File: src/rtl/unsigned_multiply_arbiter.sv
// Round-robin arbiter sharing one registered unsigned multiplier among NREQ
// requesters; tagged results are buffered in a 4-entry in-order FIFO.

module unsigned_multiply #(
  parameter int unsigned AWIDTH = 16,
  parameter int unsigned BWIDTH = 16
) (
  input  logic                     i_clk,
  input  logic                     i_rst_n,
  input  logic [AWIDTH-1:0]        i_a,
  input  logic [BWIDTH-1:0]        i_b,
  output logic [AWIDTH+BWIDTH-1:0] o_p
);
  localparam int unsigned OUTWID = AWIDTH + BWIDTH;

  always_ff @(posedge i_clk or negedge i_rst_n) begin
    if (!i_rst_n) begin
      o_p <= '0;
    end else begin
      o_p <= OUTWID'(i_a) * OUTWID'(i_b);
    end
  end
endmodule

module unsigned_multiply_arbiter #(
  parameter int unsigned AWIDTH = 16,
  parameter int unsigned BWIDTH = 16,
  parameter int unsigned NREQ   = 4
) (
  input  logic                                          i_clk,
  input  logic                                          i_rst_n,
  input  logic [NREQ-1:0]                               i_req_valid,
  output logic [NREQ-1:0]                               o_req_ready,
  input  logic [NREQ*AWIDTH-1:0]                        i_a,
  input  logic [NREQ*BWIDTH-1:0]                        i_b,
  output logic                                          o_prod_valid,
  input  logic                                          i_prod_ready,
  output logic [AWIDTH+BWIDTH-1:0]                      o_prod,
  output logic [((NREQ <= 2) ? 1 : $clog2(NREQ))-1:0]   o_prod_id,
  output logic                                          o_busy
);
  localparam int unsigned IDW    = (NREQ <= 2) ? 1 : $clog2(NREQ);
  localparam int unsigned OUTWID = AWIDTH + BWIDTH;
  localparam int unsigned DEPTH  = 4;
  localparam int unsigned PW     = 2;
  localparam int unsigned CW     = 3;

  logic [IDW-1:0]    r_last;
  logic [IDW-1:0]    w_cand;
  logic              w_found;
  logic [AWIDTH-1:0] w_a_sel;
  logic [BWIDTH-1:0] w_b_sel;
  logic [3:0]        w_outstanding;
  logic              w_pop;
  logic              w_credit_ok;
  logic              w_xfer;

  logic              r_s0_valid;
  logic [AWIDTH-1:0] r_s0_a;
  logic [BWIDTH-1:0] r_s0_b;
  logic [IDW-1:0]    r_s0_id;
  logic              r_s1_valid;
  logic [IDW-1:0]    r_s1_id;
  logic [OUTWID-1:0] w_s1_prod;

  logic [OUTWID-1:0] r_fifo_prod [DEPTH];
  logic [IDW-1:0]    r_fifo_id   [DEPTH];
  logic [PW-1:0]     r_wptr;
  logic [PW-1:0]     r_rptr;
  logic [CW-1:0]     r_count;

  // Round-robin search starting just after the last granted index.
  always_comb begin
    int unsigned idx;
    w_found = 1'b0;
    w_cand  = '0;
    idx     = 0;
    for (int unsigned i = 1; i <= NREQ; i++) begin
      idx = (32'(r_last) + i) % NREQ;
      if (!w_found && i_req_valid[IDW'(idx)]) begin
        w_found = 1'b1;
        w_cand  = IDW'(idx);
      end
    end
  end

  always_comb begin
    w_a_sel = '0;
    w_b_sel = '0;
    for (int unsigned k = 0; k < NREQ; k++) begin
      if (w_cand == IDW'(k)) begin
        w_a_sel = i_a[k*AWIDTH +: AWIDTH];
        w_b_sel = i_b[k*BWIDTH +: BWIDTH];
      end
    end
  end

  // Credit counts the pop in the same cycle so a full pipeline can still grant.
  assign w_outstanding = 4'(r_s0_valid) + 4'(r_s1_valid) + 4'(r_count);
  assign w_pop         = o_prod_valid & i_prod_ready;
  assign w_credit_ok   = (w_outstanding - 4'(w_pop)) < 4'd4;
  assign o_req_ready   = (w_found && w_credit_ok && i_rst_n) ? (NREQ'(1) << w_cand) : '0;
  assign w_xfer        = |(i_req_valid & o_req_ready);

  always_ff @(posedge i_clk or negedge i_rst_n) begin
    if (!i_rst_n) begin
      r_last     <= IDW'(NREQ - 1);
      r_s0_valid <= 1'b0;
      r_s0_a     <= '0;
      r_s0_b     <= '0;
      r_s0_id    <= '0;
      r_s1_valid <= 1'b0;
      r_s1_id    <= '0;
    end else begin
      r_s0_valid <= w_xfer;
      r_s1_valid <= r_s0_valid;
      r_s1_id    <= r_s0_id;
      if (w_xfer) begin
        r_s0_a  <= w_a_sel;
        r_s0_b  <= w_b_sel;
        r_s0_id <= w_cand;
        r_last  <= w_cand;
      end
    end
  end

  unsigned_multiply #(
    .AWIDTH (AWIDTH),
    .BWIDTH (BWIDTH)
  ) u_mul (
    .i_clk   (i_clk),
    .i_rst_n (i_rst_n),
    .i_a     (r_s0_a),
    .i_b     (r_s0_b),
    .o_p     (w_s1_prod)
  );

  always_ff @(posedge i_clk or negedge i_rst_n) begin
    if (!i_rst_n) begin
      r_wptr  <= '0;
      r_rptr  <= '0;
      r_count <= '0;
    end else begin
      if (r_s1_valid) r_wptr <= r_wptr + PW'(1);
      if (w_pop)      r_rptr <= r_rptr + PW'(1);
      r_count <= r_count + CW'(r_s1_valid) - CW'(w_pop);
    end
  end

  // Storage needs no reset: the head is only exposed while r_count is nonzero.
  always_ff @(posedge i_clk) begin
    if (r_s1_valid) begin
      r_fifo_prod[r_wptr] <= w_s1_prod;
      r_fifo_id[r_wptr]   <= r_s1_id;
    end
  end

  assign o_prod_valid = (r_count != '0);
  assign o_prod       = o_prod_valid ? r_fifo_prod[r_rptr] : '0;
  assign o_prod_id    = o_prod_valid ? r_fifo_id[r_rptr] : '0;
  assign o_busy       = r_s0_valid | r_s1_valid | (r_count != '0);

endmodule
File: config.mk
export PLATFORM = sky130hd
export DESIGN_NAME = unsigned_multiply_arbiter
export DESIGN_NICKNAME = d
export VERILOG_FILES = /design/src/rtl/unsigned_multiply_arbiter.sv
export SDC_FILE = /design/constraint.sdc
export NUM_CORES = 1
export LEC_CHECK = 0
export BUFFER_PORTS_ARGS = -buffer_cell sky130_fd_sc_hd__buf_4
export CAP_MARGIN = 5
export CORE_ASPECT_RATIO = 2
export CORE_MARGIN = 2
export CORE_UTILIZATION = 40
export DETAILED_ROUTE_END_ITERATION = 8
export GPL_TIMING_DRIVEN = 0
export SYNTH_ARGS = -nofsm -noshare
export SYNTH_HDL_FRONTEND = slang
export SYNTH_SLANG_ARGS = --single-unit
export TNS_END_PERCENT = 100
File: constraint.sdc
create_clock -name i_clk -period 5.6 [get_ports i_clk]
set_input_delay 1.12 -clock i_clk [delete_from_list [all_inputs] [get_ports i_clk]]
set_output_delay 1.12 -clock i_clk [all_outputs]
set_load 0.03 [all_outputs]
==> reports/results.ini <==
[clocking]
h-tree-depth=1
cts-root-buf=clkbuf_16
clock_sinks=215
cts_made_buffers=19
cts_tree=done
cts_buffer_depth=3
worstSkewPairLatency_ps=510
cts.clk_slew.worst_paths_ps=70

[cells_and_area]
antenna_cells=0
areaGrowthSynthToFinish_pct=23.6
fin_cells=2378
fillCellCount=3839
drive_above_1_share_pct=28.0
nets=2264
fin_util_pct=50.2

[setup_path]
slowest_stage=dfrtp_2
slowest_delay_ps=510
cp_cell_sequence=clkbuf_16 -> and2_4 -> fa_1 -> inv_1 -> fa_1 -> fa_1 -> fa_1 -> inv_1 -> fa_1 -> inv_1 -> fa_1 -> inv_2 -> ha_4 -> o21ai_4 -> o211ai_1 -> o211ai_1 -> o211ai_2 -> a41o_1 -> nand2_2 -> o21ai_2 -> xnor2_2
endpoint_kind=flop
r2r_cells=21
critical_path_buf_inv_count=5
ff2ff_setup_slack_ps=-320
cpMostUsedCell=fa_1
r2r_start=r_s0_a[5]
required_ps=6020
crit_arrival_ps=6350
r2r_end=u_mul.o_p[31]
worst-setup-path-type=flop to flop
worst-path-max-fanout=4
path_delay_family=adder cells
startpoint_type=flop

[synth]
synth-async-reset-ratio_pct=36.7
ys_types=47
synth_top_family_by_area=adder cells
synth_area_per_cell_um2=11.2
synth_compound_area_share_pct=6.12
yosysSeqAreaShare_pct=35.1
synth_edf_count=136
synthSimpleGateAreaFrac_pct=12.9
synth_warnings=0
synth_xor_area_share_pct=1.62
yosys.area_share.adder_pct=30.8
syn_inst=1543
ys_seq_elements=215
syn-cell-area_um2=17300
synthMuxAreaShare_pct=6.70
synthFlopType=edfxtp_1
syn_nets=1987

[routing]
via_count=12100
drt_iter0_drc=459
first_pass_iters=4
drt_wl_total_um=45800
avgViaCountPerCell=5.08
wl_per_cell_um=19.3
drc=0
ant_nets=0

[global_route]
grt_pass1_vias=13300
overflow=0
grtUsageTotal_pct=20.8
grt_antenna_before_repair=0
grt_max_degree=81
grt_pass1_wl_um=71400

[floorplanning]
io_pins=175
dieHeight_um=298
fp.dieArea_um2=45000
fp-row-count=107
initial_core_util_pct=40.6
dieWidth_um=151
core_um2=42600

[timing]
finalHoldViolCount=0
finalCriticalPeriod_ps=5920
tightest_slew_ps=1030
relSlewSlack_pct=31.3
setup_slack_ps=-324
setup_violations=11
max_freq_mhz=169
slew_violations=0
rsz0062_at_grt=yes
fin_crit_sh_pct=106
fin_skew_ps=16.6

[placed_design]
dp.cells=2266
dp_hpwl_um=35600
port_buffers=174
pre_cts_ws_ps=-1300
place.gp.congestion=0.920

[job]
cap_violations=0

[hold_path]
min_to=r_s1_id[1]
hold_depth=0
hp-class=flop to flop
hp-start=r_s0_id[1]

[status]
violations=setup timing
status=finished with violations

[final cells by class]
class | instances | area (µm²) | share of cell area (%)
sequential | 215 | 6100 | 28.6
inverter | 237 | 890 | 4.16
clock inverter | 14 | 110 | 0.515
multi-input combinational | 1019 | 10400 | 48.9
buffer | 71 | 547 | 2.56
tap | 545 | 682 | 3.19
timing repair buffer | 257 | 2110 | 9.86
clock buffer | 20 | 489 | 2.29
[Yosys cell counts (2+ instances only)]
| library cell | number | area (µm²) |
|---|---|---|
| a211oi_1 | 39 | 293 |
| a21o_1 | 11 | 82.6 |
| a21oi_1 | 22 | 110 |
| a31oi_1 | 34 | 213 |
| and2_1 | 192 | 1200 |
| and3_1 | 3 | 18.8 |
| buf_1 | 6 | 22.5 |
| buf_2 | 11 | 55.1 |
| clkbuf_1 | 55 | 206 |
| dfrtp_1 | 77 | 1930 |
| dfstp_2 | 2 | 52.6 |
| edfxtp_1 | 136 | 4080 |
| fa_1 | 195 | 3900 |
| ha_1 | 114 | 1430 |
| inv_1 | 237 | 890 |
| mux2_2 | 34 | 383 |
| mux4_2 | 34 | 766 |
| nand2_1 | 224 | 841 |
| nand3_1 | 4 | 20.0 |
| nor2_1 | 23 | 86.3 |
| nor3_1 | 4 | 20.0 |
| o211ai_1 | 4 | 30.0 |
| o21a_1 | 7 | 52.6 |
| o21ai_0 | 14 | 70.1 |
| o21ai_1 | 3 | 15.0 |
| o21ai_2 | 2 | 17.5 |
| o21bai_1 | 3 | 22.5 |
| o221ai_1 | 2 | 17.5 |
| o41ai_1 | 2 | 17.5 |
| or3_1 | 2 | 12.5 |
| xnor2_1 | 25 | 219 |
| xor2_1 | 7 | 61.3 |
[flip-flops by register name (all words and copies together), names as in the netlist, 3 cells and up]
| register | count |
|---|---|
| r_fifo_prod | 128 |
| u_mul.o_p | 32 |
| r_s0_a | 16 |
| r_s0_b | 16 |
| r_fifo_id | 8 |
| r_count | 3 |
[through the flow]
| stage | area (µm²) | hold WS [ps] | TNS [ps] |
|---|---|---|---|
| 2_1_floorplan | 17300 | 350 | -19.4 |
| 3_3_place_gp | 19300 | 397 | -14970 |
| 3_5_place_dp | 19400 | 371 | -15660 |
| 4_1_cts | 21000 | 383 | -2190 |
| 5_1_grt | 21400 | 403 | -4250 |
| 6_report | 21400 | 380 | -2220 |
[logic make-up after synthesis]
kind of cell             Yosys count
multiplexers                      69
AND/OR/NAND/NOR                  456
adder cells (fa/ha/maj)          309
buffers and inverters            309
XOR/XNOR                          32
flip-flops                       215
AO/OA/AOI/OAI                    153
[layer usage]
metal / up-vias / GRT usage [%] / part of all wire, %
li1: 5574 / - / -
met1: 5994 / 20.1 / 32
met2: 379 / 40.9 / 56
met3: 134 / 1.72 / 3.6
met4: 0 / 13.0 / 7.6
met5: - / 0 / 0
[how the worst max path moves through the flow]
stage | startpoint | to | slack (ps) | cells past startpoint
after floorplan | r_s0_a[11] | u_mul.o_p[19] | -20 | 19
after global placement | r_s0_a[7] | u_mul.o_p[31] | -1280 | 22
after detailed placement | r_s0_a[7] | u_mul.o_p[31] | -1300 | 22
after CTS | r_s0_a[5] | u_mul.o_p[27] | -300 | 21
after global routing | r_s0_b[4] | u_mul.o_p[28] | -480 | 24
final | r_s0_a[5] | u_mul.o_p[31] | -320 | 21
[cells in the final DEF, fill, tap and decap left out, drive strengths merged, types with 35 or more instances in the layout]
| cell | instances |
|---|---|
| and2 | 192 |
| ha | 114 |
| a31oi | 35 |
| fa | 195 |
| dfrtp | 77 |
| a211oi | 40 |
| buf | 283 |
| edfxtp | 136 |
| inv | 241 |
| nand2 | 224 |
| clkbuf | 65 |
[repair_timing]
item                       CTS  global route
buffers inserted            51            31
setup endpoints to repair   22            14
gates cloned                 0             1
pin swaps                   45            47
hold buffers                 0             0
resized for setup          167            61
Power is left out: the tool's default activity adds up to more than one toggle a clock period on the data nets, which glitch-free logic cannot reach.
